### src/rtl/fsic_axis_pkg.sv
// fsic_axis_pkg: shared AXI4-Stream widths and the buffered beat layout.
package fsic_axis_pkg;
  localparam int AXIS_DATA_W = 32;
  localparam int AXIS_USER_W = 2;
  typedef struct packed {
    logic [AXIS_USER_W-1:0] tuser;
    logic                   tlast;
    logic [AXIS_DATA_W-1:0] tdata;
  } axis_beat_t;
endpackage

### src/rtl/fsic_sync_fifo.sv
// fsic_sync_fifo: synchronous FIFO of DEPTH entries of type T (DEPTH a power of two, >= 2).
// Ports: axi_aclk/axi_aresetn (async active-low), i_push/i_din write side,
// i_pop/o_dout read side (o_dout = head entry), o_full/o_empty/o_level status.
// Push is ignored when full and pop is ignored when empty; full/empty decode only from r_count.
module fsic_sync_fifo #(
  parameter int  DEPTH = 4,
  parameter type T     = logic [7:0]
) (
  input  logic                     axi_aclk,
  input  logic                     axi_aresetn,
  input  logic                     i_push,
  input  T                         i_din,
  input  logic                     i_pop,
  output T                         o_dout,
  output logic                     o_full,
  output logic                     o_empty,
  output logic [$clog2(DEPTH):0]   o_level
);
  localparam int AW = $clog2(DEPTH);
  localparam int LW = AW + 1;
  T              r_mem [DEPTH];
  logic [AW-1:0] r_wr_ptr;
  logic [AW-1:0] r_rd_ptr;
  logic [LW-1:0] r_count;
  logic          w_push;
  logic          w_pop;
  assign o_full  = r_count == LW'(DEPTH);
  assign o_empty = r_count == '0;
  assign o_level = r_count;
  assign o_dout  = r_mem[r_rd_ptr];
  assign w_push  = i_push & ~o_full;
  assign w_pop   = i_pop & ~o_empty;
  // Pointers wrap naturally because DEPTH is a power of two.
  always_ff @(posedge axi_aclk or negedge axi_aresetn)
    if (!axi_aresetn) begin
      r_wr_ptr <= '0;
      r_rd_ptr <= '0;
      r_count  <= '0;
      for (int i = 0; i < DEPTH; i++) r_mem[i] <= '0;
    end else begin
      if (w_push) begin
        r_mem[r_wr_ptr] <= i_din;
        r_wr_ptr        <= r_wr_ptr + 1'b1;
      end
      if (w_pop) r_rd_ptr <= r_rd_ptr + 1'b1;
      if (w_push != w_pop) r_count <= w_push ? r_count + 1'b1 : r_count - 1'b1;
    end
endmodule

### src/rtl/axis_slave_rx.sv
// axis_slave_rx: AXI4-Stream slave that buffers beats in a FIFO and presents them on a valid/ready backend.
// Ports: axi_aclk/axi_aresetn (async active-low); axis_t* stream slave input with axis_tready
// backpressure (tstrb/tkeep ignored); bk_data/bk_user/bk_last/bk_valid/bk_ready backend;
// fifo_level occupancy; rx_beat_cnt accepted-beat counter present only when FSIC_AXIS_RX_CNT_EN is defined.
module axis_slave_rx
  import fsic_axis_pkg::*;
#(
  parameter int DEPTH = 4
) (
  input  logic                    axi_aclk,
  input  logic                    axi_aresetn,
  input  logic                    axis_tvalid,
  input  logic [AXIS_DATA_W-1:0]  axis_tdata,
  input  logic [3:0]              axis_tstrb,
  input  logic [3:0]              axis_tkeep,
  input  logic                    axis_tlast,
  input  logic [AXIS_USER_W-1:0]  axis_tuser,
  output logic                    axis_tready,
  output logic [AXIS_DATA_W-1:0]  bk_data,
  output logic [AXIS_USER_W-1:0]  bk_user,
  output logic                    bk_last,
  output logic                    bk_valid,
  input  logic                    bk_ready,
`ifdef FSIC_AXIS_RX_CNT_EN
  output logic [15:0]             rx_beat_cnt,
`endif
  output logic [$clog2(DEPTH):0]  fifo_level
);
  axis_beat_t w_in;
  axis_beat_t w_head;
  logic       w_full;
  logic       w_empty;
  logic       w_unused;
  assign w_in     = '{tuser: axis_tuser, tlast: axis_tlast, tdata: axis_tdata};
  assign w_unused = ^{axis_tstrb, axis_tkeep};
  assign axis_tready = ~w_full;
  assign bk_valid    = ~w_empty;
  assign bk_data     = w_head.tdata;
  assign bk_user     = w_head.tuser;
  assign bk_last     = w_head.tlast;
  fsic_sync_fifo #(.DEPTH(DEPTH), .T(axis_beat_t)) u_fifo (
    .axi_aclk    (axi_aclk),
    .axi_aresetn (axi_aresetn),
    .i_push      (axis_tvalid),
    .i_din       (w_in),
    .i_pop       (bk_ready),
    .o_dout      (w_head),
    .o_full      (w_full),
    .o_empty     (w_empty),
    .o_level     (fifo_level)
  );
`ifdef FSIC_AXIS_RX_CNT_EN
  logic [15:0] r_beat_cnt;
  assign rx_beat_cnt = r_beat_cnt;
  always_ff @(posedge axi_aclk or negedge axi_aresetn)
    if (!axi_aresetn) r_beat_cnt <= '0;
    else if (axis_tvalid & axis_tready) r_beat_cnt <= r_beat_cnt + 16'd1;
`endif
endmodule

### config.mk
export PLATFORM = sky130hd
export DESIGN_NAME = axis_slave_rx
export DESIGN_NICKNAME = d
export VERILOG_FILES = /design/src/rtl/fsic_axis_pkg.sv /design/src/rtl/fsic_sync_fifo.sv /design/src/rtl/axis_slave_rx.sv
export SDC_FILE = /design/constraint.sdc
export NUM_CORES = 1
export LEC_CHECK = 0
export ABC_AREA = 1
export BUFFER_PORTS_ARGS = -buffer_cell sky130_fd_sc_hd__buf_4
export CORE_MARGIN = 2
export CORE_UTILIZATION = 45
export CTS_CLUSTER_SIZE = 28
export DETAILED_ROUTE_END_ITERATION = 6
export GPL_TIMING_DRIVEN = 0
export SLEW_MARGIN = 20
export SYNTH_ARGS = -nofsm -noshare
export SYNTH_HDL_FRONTEND = slang
export SYNTH_SLANG_ARGS = --single-unit
### constraint.sdc
create_clock -name axi_aclk -period 2.4 [get_ports axi_aclk]
set_input_delay 0.36 -clock axi_aclk [delete_from_list [all_inputs] [get_ports axi_aclk]]
set_output_delay 0.36 -clock axi_aclk [all_outputs]
set_load 0.01 [all_outputs]
==> results of run 1 <==
through the flow:
stage | setup slack (ns) | instance area, µm² | total power, W
global placement | 0.2964 | 7948 | 0.01040
CTS | 0.009224 | 8582 | 0.01320
detailed placement | 0.3097 | 7983 | 0.01057
floorplan | 0.8777 | 7098 | 0.008227
finish | 0.05202 | 8597 | 0.01317
global route | 0.001445 | 8597 | 0.01410
layout make-up:
cell class | instances | area [µm²]
buffer | 50 | 432.9
clock buffer | 23 | 498.0
clock inverter | 9 | 77.57
fill | 1444 | 6718
inverter | 45 | 181.4
multi-input combinational | 494 | 2834
sequential | 147 | 3679
tap | 211 | 264.0
timing repair buffer | 80 | 630.6
state kept, by name, indices dropped and copies added, names as in the netlist:
| register | flops |
|---|---|
| u_fifo.r_rd_ptr | 2 |
| u_fifo.o_level | 3 |
| u_fifo.r_mem | 140 |
| u_fifo.r_wr_ptr | 2 |
Yosys cell counts:
master                     count  area, µm²
sky130_fd_sc_hd__nand2_1     157      589.3
sky130_fd_sc_hd__dfrtp_1     147       3679
sky130_fd_sc_hd__o21ai_2     123       1077
sky130_fd_sc_hd__nor2_1       72      270.3
sky130_fd_sc_hd__o21ai_0      54      270.3
sky130_fd_sc_hd__inv_1        43      161.4
sky130_fd_sc_hd__o22ai_1      35      219.0
sky130_fd_sc_hd__o21ai_1      34      170.2
sky130_fd_sc_hd__buf_6        28      315.3
sky130_fd_sc_hd__clkbuf_1     17      63.81
sky130_fd_sc_hd__buf_2         5      25.02
sky130_fd_sc_hd__nand2_8       5      100.1
sky130_fd_sc_hd__ha_1          4      50.05
sky130_fd_sc_hd__nand3_1       3      15.01
sky130_fd_sc_hd__xor2_1        2      17.52
sky130_fd_sc_hd__a21oi_1       1      5.000
sky130_fd_sc_hd__fa_1          1      20.02
sky130_fd_sc_hd__inv_12        1      16.27
sky130_fd_sc_hd__inv_2         1      3.750
sky130_fd_sc_hd__nand2_4       1      11.26
sky130_fd_sc_hd__nor2_4        1      11.26
sky130_fd_sc_hd__o21bai_1      1      7.510
metal layers:
| metal | track usage [%] | vias to the layer above | part of all wire (%) |
|---|---|---|---|
| li1 | - | 2652 | - |
| met4 | 7.590 | 0 | 1.9 |
| met1 | 33.96 | 2705 | 47 |
| met5 | 0 | - | 0 |
| met3 | 5.863 | 31 | 4.8 |
| met2 | 37.39 | 158 | 47 |
worst max-delay path: cells and delay by family, from the launching register on:
| kind | cells | cell delay, ns |
|---|---|---|
| flops | 1 | 0.36 |
| buf+inv | 4 | 0.85 |
| compound gates | 2 | 0.34 |
logic make-up (layout without fill, tap and decap cells):
logic type      Yosys count  in the layout
compound gates          248            248
xor+xnor                  2              2
fa+ha+maj                 5              5
buf+inv                  95            207
flops                   147            147
simple gates            239            239
power breakdown:
group / total, W / switching [W] / internal, W
logic: 0.00635 / 0.00371 / 0.00264
clock network: 0.00258 / 0.00103 / 0.00155
registers: 0.00423 / 0.000611 / 0.00362
total: 0.0132 / 0.00536 / 0.00781
worst max path at each step:
| stage | depth (start not counted) | endpoint | from | slack [ns] |
|---|---|---|---|---|
| finish | 6 | bk_data[0] | u_fifo.r_rd_ptr[1] | 0.05 |
| global route | 6 | bk_data[0] | u_fifo.r_rd_ptr[1] | 0.001 |
| CTS | 5 | bk_data[9] | u_fifo.r_rd_ptr[0] | 0.009 |
| detailed placement | 6 | bk_data[28] | u_fifo.r_rd_ptr[1] | 0.31 |
| global placement | 1 | u_fifo.r_mem[18] | axi_aresetn | 0.30 |
| floorplan | 5 | bk_data[10] | u_fifo.r_rd_ptr[0] | 0.88 |
what timing repair did:
action / 4_1_cts / 5_1_grt
resized for setup: 11 / 17
hold endpoints to repair: 83 / 0
hold buffers: 1 / 0
endpoints found under the setup margin: 25 / 26
setup buffers: 0 / 0
==> out/summary.md, run 1 <==
### Place
* **# port buffers** 78
* **dpl hpwl** 12820 µm
* **number of cells after detailed placement** 1026
* **final estimated routing congestion in global placement** 0.8294

### Clock network
* **clock buffer count from CTS** 17
* **Max Root-Sink Buffers** 2
* **CTS clock-pin slew for the worst setup and hold paths** 0.06 ns
* **clock network latency to the later pin of the worst-skew pair** 0.43 ns
* **maximum level of the CTS H-tree** 4
* **CTS sink cnt** 147
* **CTS tree** yes
* **master cell of the clock root buffer** sky130_fd_sc_hd__clkbuf_16

### Logic synthesis
* **Simple-Gate Fraction of Synth Area** 14.05%
* **adder-cell share of the synthesized area** 0.9871%
* **Seq/Total Area, Yosys** 51.82%
* **share of the synthesized area in compound gates (AO/OA/AOI/OAI)** 24.64%
* **mux contribution to synthesized area** 0%
* **flip-flop and latch count after synthesis** 147
* **total of warnings raised by yosys** 0
* **total standard cell area after synthesis** 0.007098 mm²
* **total nets after synthesis** 788
* **Syn Inst Count** 736
* **library cells used by synthesis** 22
* **combinational family with the most area after synthesis** compound AO/OA/AOI/OAI gates
* **Post-Synthesis Mean Instance Area** 9.644 µm²
* **xor and xnor fraction of the mapped netlist area** 0.2468%

### STA
* **Final Max Tran Viols** 0
* **Clock Skew** 0.01447 ns
* **final worst-path cycle share** 97.83%
* **unrepaired setup endpoints after global routing** false
* **number of setup violations in the final report** 0
* **Final Hold Violating Endpoints** 0
* **transition time of the tightest slew-check pin** 0.6565 ns
* **min Tclk post-route** 2.348 ns
* **top achievable clock speed** 425.9 MHz
* **Min Hold Slack** 0.2352 ns
* **setup tns final** 0 ns
* **remaining max-slew budget at the tightest pin** 56.23%

### Worst setup path
* **required time worst endpoint** 2.04 ns
* **internal reg-to-reg setup slack** 0.90 ns
* **Setup Crit Path Kind** reg2out
* **data arrival time of the critical path** 1.99 ns
* **cell type of the slowest stage on the worst timing path** sky130_fd_sc_hd__dfrtp_1
* **Worst R2R Start** u_fifo.o_level[0]
* **CP startpoint kind** register
* **Crit. End Element** primary output
* **CP Cell Sequence** buf_2 -> inv_1 -> clkbuf_4 -> o21ai_0 -> o22ai_1 -> buf_4
* **slowest cell delay on critical path** 0.36 ns
* **number of cells traversed by the worst register-to-register path** 9
* **maximum fanout count along the critical path** 10
* **reg-to-reg endpoint** u_fifo.o_level[2]

### Finish
* **non-filler cells, final** 1059
* **layout-stage area growth over the synthesis result** 21.12%
* **commonest non-fill, non-tap cell in the layout** sky130_fd_sc_hd__nand2_1
* **Finished Core Util** 56.14%
* **share of final-layout standard cells stronger than drive strength 1** 34.43%
* **final net count** 887
* **leading cell types in the layout, fill and taps excluded** sky130_fd_sc_hd__nand2_1 (157), sky130_fd_sc_hd__dfrtp_1 (147), sky130_fd_sc_hd__o21ai_2 (123)
* **number of antenna repair diodes** 0

### Floorplan
* **floorplan row count** 45
* **core region area** 0.01531 mm²
* **effective utilization at floorplan** 46.35%
* **full die area** 0.01679 mm²
* **Die Y** 129.6 µm
* **die boundary width** 129.6 µm
* **number of top-level design ports** 87

### GRT
* **residual overflow from global routing** 0
* **pin count of the biggest net entering global routing** 85
* **global-route wire length before repair** 30350 µm
* **total routing resource utilization after global routing** 24.23%
* **antenna violations before repair** 0
* **number of global-route vias before repair** 5607

### Route
* **total wire length after detailed routing** 19080 µm
* **drt via density** 5.237
* **vias after detailed routing** 5546
* **number of detailed-route iterations in the first pass** 4
* **initial detailed-routing violation count** 407
* **post-detailed-route count of antenna-violating nets** 0
* **DR DRC count** 0
* **mean routed wirelength per cell** 18.01 µm

### Power
* **power density over cell area** 1532 mW/mm²
* **standby leakage power** 4.141 nW
* **maximum ir drop on the vdd rail** 0.6986 mV

### Worst hold path
* **critical hold path startpoint** axis_tdata[31]
* **hold crit path type** in2reg
* **Hold Path Stages** 3
* **Endpoint, Worst Hold** u_fifo.r_mem[31]

### Status
* **status** finished, final reports clean

### Job
* **Max-Cap Viols** 0

Power figures use the tool's default switching activity.
==> run 2, diff against run 1 <==
Settings changed: RECOVER_POWER set to 100.
==> run 2 against run 1 <==
Cell area decreased by 7.4%; register-to-register slack worse by 0.71 ns; sequential share of layout area grew 3.4 points; final cell count unchanged; non-clock buffer count unchanged; critical path type unchanged; worst setup slack better by 0.020 ns; largest power group unchanged.
==> out/summary.md, run 2 (synthesis gave the netlist of run 1 again) <==
### STA
* **top achievable clock speed** 429.6 MHz
* **Final Hold Violating Endpoints** 0
* **number of setup violations in the final report** 0
* **final worst-path cycle share** 96.99%
* **unrepaired setup endpoints after global routing** false
* **transition time of the tightest slew-check pin** 1.154 ns
* **Clock Skew** 0.01500 ns
* **remaining max-slew budget at the tightest pin** 23.04%
* **Final Max Tran Viols** 0
* **setup tns final** 0 ns
* **min Tclk post-route** 2.328 ns

### Status
* **status** finished, final reports clean

### GRT
* **global-route wire length before repair** 30350 µm
* **total routing resource utilization after global routing** 24.23%
* **residual overflow from global routing** 0
* **pin count of the biggest net entering global routing** 85
* **antenna violations before repair** 0
* **number of global-route vias before repair** 5607

### Finish
* **final net count** 887
* **Finished Core Util** 51.96%
* **register name with the most flops** u_fifo.r_mem
* **flip-flop count of the largest register after layout** 140
* **layout-stage area growth over the synthesis result** 12.11%
* **share of final-layout standard cells stronger than drive strength 1** 18.99%
* **leading cell types in the layout, fill and taps excluded** sky130_fd_sc_hd__o21ai_0 (161), sky130_fd_sc_hd__nand2_1 (159), sky130_fd_sc_hd__dfrtp_1 (147)
* **commonest non-fill, non-tap cell in the layout** sky130_fd_sc_hd__o21ai_0
* **non-filler cells, final** 1059
* **number of antenna repair diodes** 0

### Route
* **DR DRC count** 0
* **vias after detailed routing** 5565
* **total wire length after detailed routing** 19200 µm
* **mean routed wirelength per cell** 18.13 µm
* **initial detailed-routing violation count** 425
* **drt via density** 5.255
* **post-detailed-route count of antenna-violating nets** 0
* **number of detailed-route iterations in the first pass** 7

### Floorplan
* **floorplan row count** 45
* **die boundary width** 129.6 µm
* **effective utilization at floorplan** 46.35%
* **core region area** 0.01531 mm²
* **full die area** 0.01679 mm²
* **Die Y** 129.6 µm
* **number of top-level design ports** 87

### Power
* **power density over cell area** 1521 mW/mm²
* **Sw Ratio** 41.40%
* **maximum ir drop on the vdd rail** 0.6854 mV
* **Clock Power Share** 21.3%
* **Internal** 0.007094 W
* **standby leakage power** 3.833 nW
* **register share of total power** 34.9%
* **net load switching power** 0.005013 W
* **combinational share of power** 43.7%

### Clock network
* **Max Root-Sink Buffers** 2
* **CTS sink cnt** 147
* **clock network latency to the later pin of the worst-skew pair** 0.43 ns
* **master cell of the clock root buffer** sky130_fd_sc_hd__clkbuf_16
* **CTS tree** yes
* **CTS clock-pin slew for the worst setup and hold paths** 0.06 ns
* **number of post-CTS setup repair buffers** 0
* **clock buffer count from CTS** 17
* **maximum level of the CTS H-tree** 4

### Place
* **number of cells after detailed placement** 1026
* **dpl hpwl** 12820 µm
* **final estimated routing congestion in global placement** 0.8294
* **# port buffers** 78

### Worst setup path
* **data arrival time of the critical path** 1.97 ns
* **slowest cell delay on critical path** 0.35 ns
* **required time worst endpoint** 2.04 ns
* **CP Cell Sequence** buf_2 -> inv_1 -> clkbuf_4 -> o21ai_0 -> o22ai_1 -> buf_4
* **CP startpoint kind** register
* **Crit. End Element** primary output
* **cell type of the slowest stage on the worst timing path** sky130_fd_sc_hd__dfrtp_1
* **maximum fanout count along the critical path** 10
* **Setup Crit Path Kind** reg2out

### Worst hold path
* **hold crit path type** in2reg

### Job
* **Max-Cap Viols** 0

run 2: cell count changes in the layout (fill, tap and decap cells not counted), moves of 2 or more:
cell / previous run / this run
sky130_fd_sc_hd__nand2_1: 157 / 159
sky130_fd_sc_hd__buf_6: 28 / 12
sky130_fd_sc_hd__nand2_8: 5 / 2
sky130_fd_sc_hd__buf_4: 77 / 48
sky130_fd_sc_hd__clkbuf_2: 15 / 24
sky130_fd_sc_hd__o21ai_2: 123 / 32
sky130_fd_sc_hd__clkbuf_1: 1 / 38
sky130_fd_sc_hd__o21ai_0: 54 / 161
sky130_fd_sc_hd__o21ai_1: 34 / 18
run 2: repair_timing:
action | 4_1_cts | 5_1_grt
endpoints found under the hold margin | 83 | 0
hold buffers | 1 | 0
endpoints found under the setup margin | 25 | 26
gates resized for setup | 11 | 17
run 2: metal layers:
layer  GRT usage, %  vias up  share of wire, %
met1          33.96     2740                47
met4          7.590        0               1.6
met2          37.39      164                47
met5              0        -                 0
met3          5.863       24               5.1
li1               -     2637                 -
run 2: path summary, 6_finish.rpt:
kind | startpoint | end | slack, ns | cells after the start
setup / recovery | u_fifo.r_rd_ptr[1] | bk_data[0] | 0.07 | 6
max in group asynchronous | axi_aresetn | u_fifo.r_mem[17] | 0.51 | 3
hold reg to reg | u_fifo.r_mem[62] | u_fifo.r_mem[62] | 0.48 | 2
hold / removal | axis_tdata[9] | u_fifo.r_mem[79] | 0.23 | 3
min in group asynchronous | axi_aresetn | u_fifo.o_level[0] | 0.70 | 2
setup reg to reg | u_fifo.o_level[0] | u_fifo.r_mem[63] | 0.19 | 7
run 2: critical path: cells and delay by family, from the launching register on:
kind,cells,cell delay (ns)
buffers and inverters,4,0.85
DFF,1,0.35
AOI/OAI and AO/OA,2,0.34
run 2: power groups by stage:
stage	logic, W	registers (W)	clock network [W]
after global placement	0.00620	0.00420	0
after CTS	0.00637	0.00422	0.00262
after detailed placement	0.00632	0.00425	0
after global routing	0.00593	0.00436	0.00274
after floorplan	0.00411	0.00412	0
final	0.00529	0.00423	0.00258
run 2: through the flow:
step	hold slack, ns	total power (W)	setup WS [ns]	area (µm²)
2_1_floorplan	0.06441	0.008227	0.8777	7098
4_1_cts	0.2341	0.01320	0.009224	8582
5_1_grt	0.2242	0.01304	0.002554	7958
3_5_place_dp	0.4077	0.01057	0.3097	7983
3_3_place_gp	0.4588	0.01040	0.2964	7948
6_report	0.2290	0.01211	0.07232	7958
run 2: layout make-up:
class	instances	area [µm²]
Sequential cell	147	3679
Buffer	50	316.6
Multi-Input combinational cell	494	2444
Clock buffer	23	498.0
Tap cell	211	264.0
Timing Repair Buffer	80	498.0
Inverter	45	181.4
Fill cell	1603	7357
Clock inverter	9	77.57
==> run 3, diff against run 2 <==
==> constraint.sdc (replaced) <==
create_clock -name axi_aclk -period 2.4 [get_ports axi_aclk]
set_input_delay 0.48 -clock axi_aclk [delete_from_list [all_inputs] [get_ports axi_aclk]]
set_output_delay 0.48 -clock axi_aclk [all_outputs]
set_load 0.01 [all_outputs]
==> run 3 against run 2 <==
The run now ends with max-capacitance violations, max-slew violations left; worst setup slack worse by 0.044 ns; final cell count is essentially flat; sequential power about the same; clock power barely moved; flip-flop and latch count is the same; die area is the same; maximum frequency down 1.9%; non-clock buffer count decreased by 1; global-route usage about the same; sequential share of layout area is 0.78 points lower; count of clock-buffer cells in the layout stayed put; critical endpoint is now bk_data[12]; largest cell class unchanged.
==> out/summary.md, run 3 (synthesis gave the netlist of run 1 again) <==
### Finish
* **leading cell types in the layout, fill and taps excluded** sky130_fd_sc_hd__nand2_1 (159), sky130_fd_sc_hd__o21ai_0 (150), sky130_fd_sc_hd__dfrtp_1 (147)
* **Finished Core Util** 52.85%
* **layout-stage area growth over the synthesis result** 14.03%
* **final net count** 886
* **flip-flop count of the largest register after layout** 140
* **share of final-layout standard cells stronger than drive strength 1** 23.14%
* **count of fill cells added during filler insertion** 1576
* **number of antenna repair diodes** 0
* **final non-filler cell area** 0.008094 mm²
* **commonest non-fill, non-tap cell in the layout** sky130_fd_sc_hd__nand2_1
* **register name with the most flops** u_fifo.r_mem

### Worst setup path
* **required time worst endpoint** 1.92 ns
* **CP Cell Sequence** buf_2 -> inv_2 -> clkbuf_4 -> nor2_1 -> o22ai_1 -> buf_4
* **CP startpoint kind** register
* **Crit. End Element** primary output
* **Worst Path Buf+Inv** 4
* **internal reg-to-reg setup slack** 0.19 ns
* **Worst R2R Start** u_fifo.o_level[0]
* **slowest cell delay on critical path** 0.35 ns
* **worst setup path startpoint** u_fifo.r_rd_ptr[0]
* **reg-to-reg endpoint** u_fifo.r_mem[126]
* **maximum fanout count along the critical path** 10
* **Largest delay share family, worst path** buffers and inverters
* **data arrival time of the critical path** 1.89 ns
* **cell type of the slowest stage on the worst timing path** sky130_fd_sc_hd__dfrtp_1
* **number of cells traversed by the worst register-to-register path** 8
* **Setup Crit Path Kind** reg2out

### Floorplan
* **Die Y** 129.6 µm
* **core region area** 0.01531 mm²
* **effective utilization at floorplan** 46.35%
* **number of top-level design ports** 87
* **full die area** 0.01679 mm²
* **die boundary width** 129.6 µm
* **floorplan row count** 45

### STA
* **unrepaired setup endpoints after global routing** true
* **remaining max-slew budget at the tightest pin** -45.18%
* **Final Hold Violating Endpoints** 0
* **final worst slack** 0.02784 ns
* **transition time of the tightest slew-check pin** 2.178 ns
* **top achievable clock speed** 421.6 MHz
* **final worst-path cycle share** 98.84%
* **Clock Skew** 0.007682 ns
* **min Tclk post-route** 2.372 ns
* **number of setup violations in the final report** 0
* **Final Max Tran Viols** 84

### Clock network
* **hold-fix buffers at CTS** 0
* **CTS tree** yes
* **Max Root-Sink Buffers** 2
* **maximum level of the CTS H-tree** 4
* **clock buffer count from CTS** 17
* **CTS sink cnt** 147
* **master cell of the clock root buffer** sky130_fd_sc_hd__clkbuf_16
* **clock network latency to the later pin of the worst-skew pair** 0.43 ns
* **CTS clock-pin slew for the worst setup and hold paths** 0.06 ns

### Place
* **final estimated routing congestion in global placement** 0.8294
* **placed inst area** 0.007983 mm²
* **# port buffers** 78
* **minimum setup slack after placement** 0.1897 ns
* **dpl hpwl** 12820 µm

### GRT
* **residual overflow from global routing** 0
* **antenna violations before repair** 0
* **global-route wire length before repair** 30350 µm
* **number of global-route vias before repair** 5602
* **pin count of the biggest net entering global routing** 85
* **total routing resource utilization after global routing** 24.24%

### Power
* **combinational share of power** 45.5%
* **power density over cell area** 1543 mW/mm²
* **Sw Ratio** 40.34%
* **register share of total power** 33.9%
* **Clock Power Share** 20.6%
* **standby leakage power** 3.940 nW
* **maximum ir drop on the vdd rail** 0.6855 mV
* **Internal** 0.007449 W
* **net load switching power** 0.005037 W

### Route
* **vias after detailed routing** 5598
* **total wire length after detailed routing** 19210 µm
* **drt via density** 5.291
* **mean routed wirelength per cell** 18.16 µm
* **post-detailed-route count of antenna-violating nets** 0
* **number of detailed-route iterations in the first pass** 5
* **DR DRC count** 0
* **initial detailed-routing violation count** 444

### Status
* **status** complete, but fails checks
* **failing checks** max-capacitance violations, max-slew violations

### Worst hold path
* **hold crit path type** in2reg
* **critical hold path startpoint** axis_tdata[6]
* **Hold Path Stages** 3
* **Endpoint, Worst Hold** u_fifo.r_mem[111]

### Job
* **Max-Cap Viols** 1

run 3: how the worst max path moves through the flow:
| stage | endpoint | slack (ns) | cells after the start |
|---|---|---|---|
| finish | bk_data[12] | 0.03 | 6 |
| CTS | bk_data[0] | 0.02 | 6 |
| global route | bk_data[20] | -0.02 | 6 |
| floorplan | bk_data[10] | 0.76 | 5 |
| detailed placement | bk_data[28] | 0.19 | 6 |
| global placement | u_fifo.r_mem[18] | 0.18 | 1 |
run 3: repair_timing:
item                       4_1_cts  5_1_grt
setup endpoints to repair       35       21
setup buffers                    0        0
resized for setup               21       18
run 3: final cells by class:
class                   instances  area (µm²)  share of cell area (%)
plain buffers                  50       329.1                   4.066
clock buffers                  23       498.0                   6.152
clock inverters                 9       77.57                  0.9584
inverters                      45       181.4                   2.241
multi-input cells             494        2474                   30.56
flip-flops and latches        147        3679                   45.45
well taps                     211       264.0                   3.262
repair buffers                 79       591.8                   7.312
run 3: power by group through the flow:
| stage | Sequential (W) | Clock [W] | Combinational, W |
|---|---|---|---|
| final | 0.00423 | 0.00257 | 0.00568 |
| after global routing | 0.00436 | 0.00274 | 0.00632 |
| after CTS | 0.00422 | 0.00262 | 0.00639 |
| after detailed placement | 0.00425 | 0 | 0.00632 |
| after global placement | 0.00420 | 0 | 0.00620 |
| after floorplan | 0.00412 | 0 | 0.00411 |
run 3: worst reg2reg max path, cell delays in order, from the launching register on:
cell	delay [ns]
sky130_fd_sc_hd__dfrtp_1	0.43
sky130_fd_sc_hd__nor2_1	0.30
sky130_fd_sc_hd__nand2_4	0.07
sky130_fd_sc_hd__nand2_1	0.31
sky130_fd_sc_hd__inv_12	0.07
sky130_fd_sc_hd__nand2_2	0.21
sky130_fd_sc_hd__clkbuf_1	0.50
sky130_fd_sc_hd__nand2_1	0.14
sky130_fd_sc_hd__o21ai_2	0.09
run 3: metal layers:
layer / track usage (%) / vias to the layer above / share of wire (%)
li1: - / 2636 / -
met1: 34.01 / 2754 / 46
met2: 37.45 / 179 / 47
met3: 5.904 / 29 / 5.3
met4: 7.337 / 0 / 1.9
met5: 0 / - / 0
run 3: stage by stage:
stage / hold WS (ns) / power [W] / std cells / setup TNS, ns
after CTS: 0.07049 / 0.01323 / 1058 / 0
after global routing: 0.3395 / 0.01342 / 1058 / -0.05818
after detailed placement: 0.4627 / 0.01057 / 1026 / 0
after global placement: 0.4588 / 0.01040 / 1025 / 0
after floorplan: 0.1844 / 0.008227 / 736 / 0
final: 0.3410 / 0.01249 / 1058 / 0
